### src/rtl/mem_access_unit_if.sv
// mem_access_unit_if: request, response and data-memory signals of the load/store sequencer
interface mem_access_unit_if;
  logic        Start;
  logic        MemW;
  logic [1:0]  Size;
  logic        SignExt;
  logic [31:0] Addr;
  logic [31:0] WD;
  logic [31:0] MemAddr;
  logic        MemWE;
  logic [31:0] MemWD;
  logic [31:0] MemRD;
  logic        Busy;
  logic        Done;
  logic        Fault;
  logic [31:0] RData;
  modport master (
    output Start, MemW, Size, SignExt, Addr, WD, MemRD,
    input  MemAddr, MemWE, MemWD, Busy, Done, Fault, RData
  );
  modport slave (
    input  Start, MemW, Size, SignExt, Addr, WD, MemRD,
    output MemAddr, MemWE, MemWD, Busy, Done, Fault, RData
  );
endinterface

### src/rtl/mem_access_unit.sv
// mem_access_unit: byte/halfword/word load-store sequencer with read-modify-write sub-word stores
module mem_access_unit #(
  parameter int ADDR_WORDS = 128
) (
  input logic CLK,
  input logic RESET_N,
  mem_access_unit_if.slave bus
);
  localparam logic [2:0] IDLE = 3'd0, LOAD = 3'd1, RMW_RD = 3'd2, STORE = 3'd3, DONE = 3'd4;
  localparam logic [31:0] ADDR_LIM = 32'(4 * ADDR_WORDS);
  logic [2:0]  state_q, state_d;
  logic [31:0] addr_q, addr_d, wd_q, wd_d, merge_q, merge_d, rdata_q, rdata_d;
  logic [1:0]  size_q, size_d;
  logic        sign_q, sign_d, w_q, w_d, fault_q, fault_d;
  logic        req_fault;
  logic [4:0]  sh;
  logic [7:0]  byte_lane;
  logic [15:0] half_lane;
  logic [31:0] load_val, merge_val;
  assign req_fault = (bus.Size == 2'b11) || (bus.Size == 2'b01 && bus.Addr[0]) ||
                     (bus.Size == 2'b00 && bus.Addr[1:0] != 2'b00) || (bus.Addr >= ADDR_LIM);
  assign sh        = {addr_q[1:0], 3'b000};
  assign byte_lane = 8'(bus.MemRD >> sh);
  assign half_lane = addr_q[1] ? bus.MemRD[31:16] : bus.MemRD[15:0];
  assign load_val  = size_q == 2'b00 ? bus.MemRD :
                     size_q == 2'b01 ? {{16{sign_q & half_lane[15]}}, half_lane} :
                                       {{24{sign_q & byte_lane[7]}}, byte_lane};
  // only byte and halfword stores reach RMW_RD, so size_q[1] picks byte vs halfword
  assign merge_val = size_q[1] ? ((bus.MemRD & ~(32'hFF << sh)) | (32'(wd_q[7:0]) << sh)) :
                     addr_q[1] ? {wd_q[15:0], bus.MemRD[15:0]} : {bus.MemRD[31:16], wd_q[15:0]};
  always_comb begin
    state_d = state_q;
    addr_d  = addr_q;
    wd_d    = wd_q;
    size_d  = size_q;
    sign_d  = sign_q;
    w_d     = w_q;
    merge_d = merge_q;
    rdata_d = rdata_q;
    fault_d = fault_q;
    case (state_q)
      IDLE: if (bus.Start) begin
        addr_d  = bus.Addr;
        wd_d    = bus.WD;
        size_d  = bus.Size;
        sign_d  = bus.SignExt;
        w_d     = bus.MemW;
        fault_d = req_fault;
        state_d = req_fault ? DONE : !bus.MemW ? LOAD : bus.Size == 2'b00 ? STORE : RMW_RD;
      end
      LOAD: begin
        rdata_d = load_val;
        state_d = DONE;
      end
      RMW_RD: begin
        merge_d = merge_val;
        state_d = STORE;
      end
      STORE:   state_d = DONE;
      default: state_d = IDLE;
    endcase
  end
  always_ff @(posedge CLK or negedge RESET_N) begin
    if (!RESET_N) begin
      state_q <= IDLE;
      addr_q  <= '0;
      wd_q    <= '0;
      size_q  <= '0;
      sign_q  <= 1'b0;
      w_q     <= 1'b0;
      merge_q <= '0;
      rdata_q <= '0;
      fault_q <= 1'b0;
    end else begin
      state_q <= state_d;
      addr_q  <= addr_d;
      wd_q    <= wd_d;
      size_q  <= size_d;
      sign_q  <= sign_d;
      w_q     <= w_d;
      merge_q <= merge_d;
      rdata_q <= rdata_d;
      fault_q <= fault_d;
    end
  end
  assign bus.MemAddr = {2'b00, addr_q[31:2]};
  assign bus.MemWE   = state_q == STORE;
  assign bus.MemWD   = state_q != STORE ? 32'h0 : (w_q && size_q == 2'b00) ? wd_q : merge_q;
  assign bus.Busy    = state_q != IDLE;
  assign bus.Done    = state_q == DONE;
  assign bus.Fault   = state_q == DONE && fault_q;
  assign bus.RData   = rdata_q;
endmodule

### src/flat_wrapper.sv
// flat-port wrapper written by rule: the top's interface ports become plain ports
module mem_access_unit_flat 
#(
  parameter int ADDR_WORDS = 128
)
  (CLK, RESET_N, bus_Start, bus_MemW, bus_Size, bus_SignExt, bus_Addr, bus_WD, bus_MemRD, bus_MemAddr, bus_MemWE, bus_MemWD, bus_Busy, bus_Done, bus_Fault, bus_RData);
  mem_access_unit_if bus_i ();
  input logic CLK;
  input logic RESET_N;
  input wire logic [$bits(bus_i.Start)-1:0] bus_Start;
  input wire logic [$bits(bus_i.MemW)-1:0] bus_MemW;
  input wire logic [$bits(bus_i.Size)-1:0] bus_Size;
  input wire logic [$bits(bus_i.SignExt)-1:0] bus_SignExt;
  input wire logic [$bits(bus_i.Addr)-1:0] bus_Addr;
  input wire logic [$bits(bus_i.WD)-1:0] bus_WD;
  input wire logic [$bits(bus_i.MemRD)-1:0] bus_MemRD;
  output wire logic [$bits(bus_i.MemAddr)-1:0] bus_MemAddr;
  output wire logic [$bits(bus_i.MemWE)-1:0] bus_MemWE;
  output wire logic [$bits(bus_i.MemWD)-1:0] bus_MemWD;
  output wire logic [$bits(bus_i.Busy)-1:0] bus_Busy;
  output wire logic [$bits(bus_i.Done)-1:0] bus_Done;
  output wire logic [$bits(bus_i.Fault)-1:0] bus_Fault;
  output wire logic [$bits(bus_i.RData)-1:0] bus_RData;
  assign bus_i.Start = bus_Start;
  assign bus_i.MemW = bus_MemW;
  assign bus_i.Size = bus_Size;
  assign bus_i.SignExt = bus_SignExt;
  assign bus_i.Addr = bus_Addr;
  assign bus_i.WD = bus_WD;
  assign bus_i.MemRD = bus_MemRD;
  assign bus_MemAddr = bus_i.MemAddr;
  assign bus_MemWE = bus_i.MemWE;
  assign bus_MemWD = bus_i.MemWD;
  assign bus_Busy = bus_i.Busy;
  assign bus_Done = bus_i.Done;
  assign bus_Fault = bus_i.Fault;
  assign bus_RData = bus_i.RData;
  mem_access_unit #(.ADDR_WORDS(ADDR_WORDS)) u_core (.CLK(CLK), .RESET_N(RESET_N), .bus(bus_i));
endmodule
### config.mk
export PLATFORM = sky130hd
export DESIGN_NAME = mem_access_unit_flat
export DESIGN_NICKNAME = d
export VERILOG_FILES = /design/src/rtl/mem_access_unit_if.sv /design/src/rtl/mem_access_unit.sv /design/src/flat_wrapper.sv
export SDC_FILE = /design/constraint.sdc
export NUM_CORES = 1
export LEC_CHECK = 0
export CORE_ASPECT_RATIO = 1.75
export CORE_UTILIZATION = 35
export DETAILED_ROUTE_END_ITERATION = 10
export PLACE_DENSITY = 0.59
export SLEW_MARGIN = 20
export SYNTH_ARGS = -nofsm -noshare
export SYNTH_HDL_FRONTEND = slang
export SYNTH_SLANG_ARGS = --single-unit
export TNS_END_PERCENT = 30
### constraint.sdc
create_clock -name CLK -period 4.74 [get_ports CLK]
set_clock_uncertainty 0.2 [all_clocks]
set_input_delay 1.422 -clock CLK [delete_from_list [all_inputs] [get_ports CLK]]
set_output_delay 1.422 -clock CLK [all_outputs]
set_load 0.05 [all_outputs]
==> metrics <==
CTS Sinks 136; status complete, no violations; CP peak stage delay 550 ps; crit path launch u_core.size_q[0]$_DFFE_PN0P_; Placer Congestion 0.933; critical-path maximum fanout 32; post-CTS sizing 0; Critical R2R Launch u_core.addr_q[0]$_DFFE_PN0P_; Ys Warns 0; Cells after Synth 668; register area share after synthesis 49.7%; Power Total 3.63 mW; Worst VDD drop 207 uV; Total Wirelength 22000 um; crit path kind register to output pin; grt total ovfl 0; synth top area cells dfrtp_1 (50%), mux2_2 (12%), nand2_1 (6.5%); Synth Cell Area 6850 um2; final setup fails 0; Final ANT Viol Nets 0; cells on worst reg2reg path 4; PortBufs 200; Synth area leader dfrtp_1; leak pwr 4.21 nW; crit end category output pin; CTS tree done; Hold Vio Cnt, Final 0; Final HPWL DP 16700 um; first-pass GRT wire length 33600 um; Nets 926; clk_lat worst skew 420 ps; worst path cell trace nor2_1 -> buf_4 -> nand2_1 -> buf_4 -> nand2_1 -> a21oi_1 -> buf_12; DIE WIDTH 108 um; Pwr Density 369 nW/um2; Antenna diodes 0; Total Neg Setup Slack 0 ps; hold path depth 2; crit path time final 3950 ps; Num CTS Buffers 17; footprint of the multi-input gates 2980 um2; adder-cell area share of the yosys netlist 0%; Slew Viols, Final 0; max_slew headroom 34.7%; # IOs 203; pin count of the biggest net entering global routing 118; Startpoint Class register; die extent in y 187 um; share of layout cells above drive strength 1 20.2%; vias post-DR 5734; initial antenna violation count 0; count leader, synth dfrtp_1; H-tree depth 4; post-synthesis mux area share 18.6%; register area 3400 um2; max-cap violation count 0; largest family of logic cells by synthesized area multiplexers; Least-Margin Pin Slew 979 ps; Post-Synth Simple-Gate Area 11.4%; syn_area_per_cell 10.3 um2; min-delay worst type register to register; CP max stage cell dfrtp_1; WL per Instance 20.4 um; DR iter-0 viols 359; Reg clk slew, reported paths 60 ps; ys async rst share 100%; Final period util 83.4%; root buffer cell clkbuf_16; top cells by count, synth dfrtp_1 (136), nand2_1 (118), mux2_2 (74), nor2_1 (51), a21oi_1 (44); FP Rows 67; RSZ-0062 raised after global routing false; via count normalized by instance count 5.32; Initial Utilization 35.7%; CP arrival 2330 ps; Area growth, synth to finish 43.4%; xor/xnor share of the synthesized area 0%; Yosys cell types 40; Hold-fix buffers, CTS 0; Top FF cell, synth dfrtp_1; compound-cell area share of the yosys netlist 13.3%; Post-CTS Setup Repair Bufs 0; fmax 253 MHz; Max clock buf depth 2; top cell type's share of synthesized area 49.7%; drc violations 0; CORE AREA 19200 um2; Seq cells post-synth 136; Post-synth EDFFs 0; vias in the first global route 5991; drt first pass iters 5; Fillers 1740; hold wc startpoint u_core.merge_q[23]$_DFFE_PN0P_; Total GRT Usage 22.6%; DIE AREA 20200 um2; Worst EP required 3120 ps
-- critical path: cells and delay by family, from the launching register on --
| kind | cells | cell delay, ps |
|---|---|---|
| buffers and inverters | 3 | 690 |
| flip-flops | 1 | 550 |
| AND/OR/NAND/NOR | 3 | 370 |
| AO/OA/AOI/OAI | 1 | 290 |
-- registers in the layout, indices dropped and copies added, names as in the netlist --
name and cells:
u_core.wd_q 32, u_core.w_q 1, u_core.merge_q 32, u_core.sign_q 1, u_core.fault_q 1, u_core.size_q 2, u_core.bus.RData 32, u_core.addr_q 32
u_core.state_q 3
-- routing by layer --
| layer | GRT usage (%) | vias up | part of all wire [%] |
|---|---|---|---|
| li1 | - | 2618 | - |
| met1 | 22.9 | 2804 | 35 |
| met2 | 40.5 | 232 | 54 |
| met3 | 5.12 | 80 | 5.5 |
| met4 | 14.4 | 0 | 6.0 |
| met5 | 0 | - | 0 |
-- power by group --
part           total [mW]  switching (mW)  internal (mW)
Clock                1.50           0.548          0.948
Sequential           1.34          0.0880           1.25
Combinational       0.796           0.461          0.336
-- final timing paths --
kind | slack, ps | endpoint
worst min-delay path | 280 | u_core.merge_q[23]$_DFFE_PN0P_
worst min register to register | 280 | u_core.merge_q[23]$_DFFE_PN0P_
worst max-delay path | 790 | bus_MemWD[8]
min in group asynchronous | 910 | u_core.addr_q[16]$_DFFE_PN0P_
worst max register to register | 2220 | u_core.bus.RData[25]$_DFFE_PN0N_
max in group asynchronous | 2600 | u_core.addr_q[10]$_DFFE_PN0P_
-- kinds of logic after synthesis --
group,count (synthesis)
AND/OR/NAND/NOR,192
AO/OA/AOI/OAI,143
flip-flops,136
multiplexers,108
other,1
buffers and inverters,88
-- final cells by class --
cell class / instances / area share, %
timing repair buffer: 212 / 24.8
tap: 241 / 3.07
clock inverter: 15 / 2.43
sequential: 136 / 34.6
multi-input combinational: 445 / 30.3
inverter: 11 / 0.420
clock buffer: 17 / 4.33
-- layout by cell type, fill, tap and decap left out, types with 4 or more instances in the layout --
cell type,netlist,layout
inv_1,11,11
o22ai_1,9,9
nor2_1,51,50
o21ai_0,35,35
a311o_1,7,7
buf_4,34,10
nand2_1,118,118
bufinv_16,0,5
nor4_1,5,5
o2bb2ai_1,14,14
and2_1,4,4
mux4_2,8,8
buf_12,0,34
clkdlybuf4s50_1,0,167
dfrtp_1,136,136
inv_6,0,5
a21oi_1,44,44
a221oi_1,7,7
a31oi_1,16,16
mux2i_1,26,26
clkbuf_16,0,17
mux2_2,74,74
-- metrics by stage --
| step | hold WS (ps) | setup slack (ps) | instances | util [%] | area, um2 |
|---|---|---|---|---|---|
| global route | 305 | 631 | 1077 | 51.2 | 9830 |
| finish | 283 | 786 | 1077 | 51.2 | 9830 |
| detailed placement | 272 | 1070 | 1044 | 47.6 | 9140 |
| CTS | 287 | 774 | 1076 | 51.1 | 9810 |
| floorplan | 250 | 867 | 669 | - | 6860 |
| global placement | 269 | 1110 | 1044 | 47.6 | 9140 |
Power figures use the tool's default switching activity.
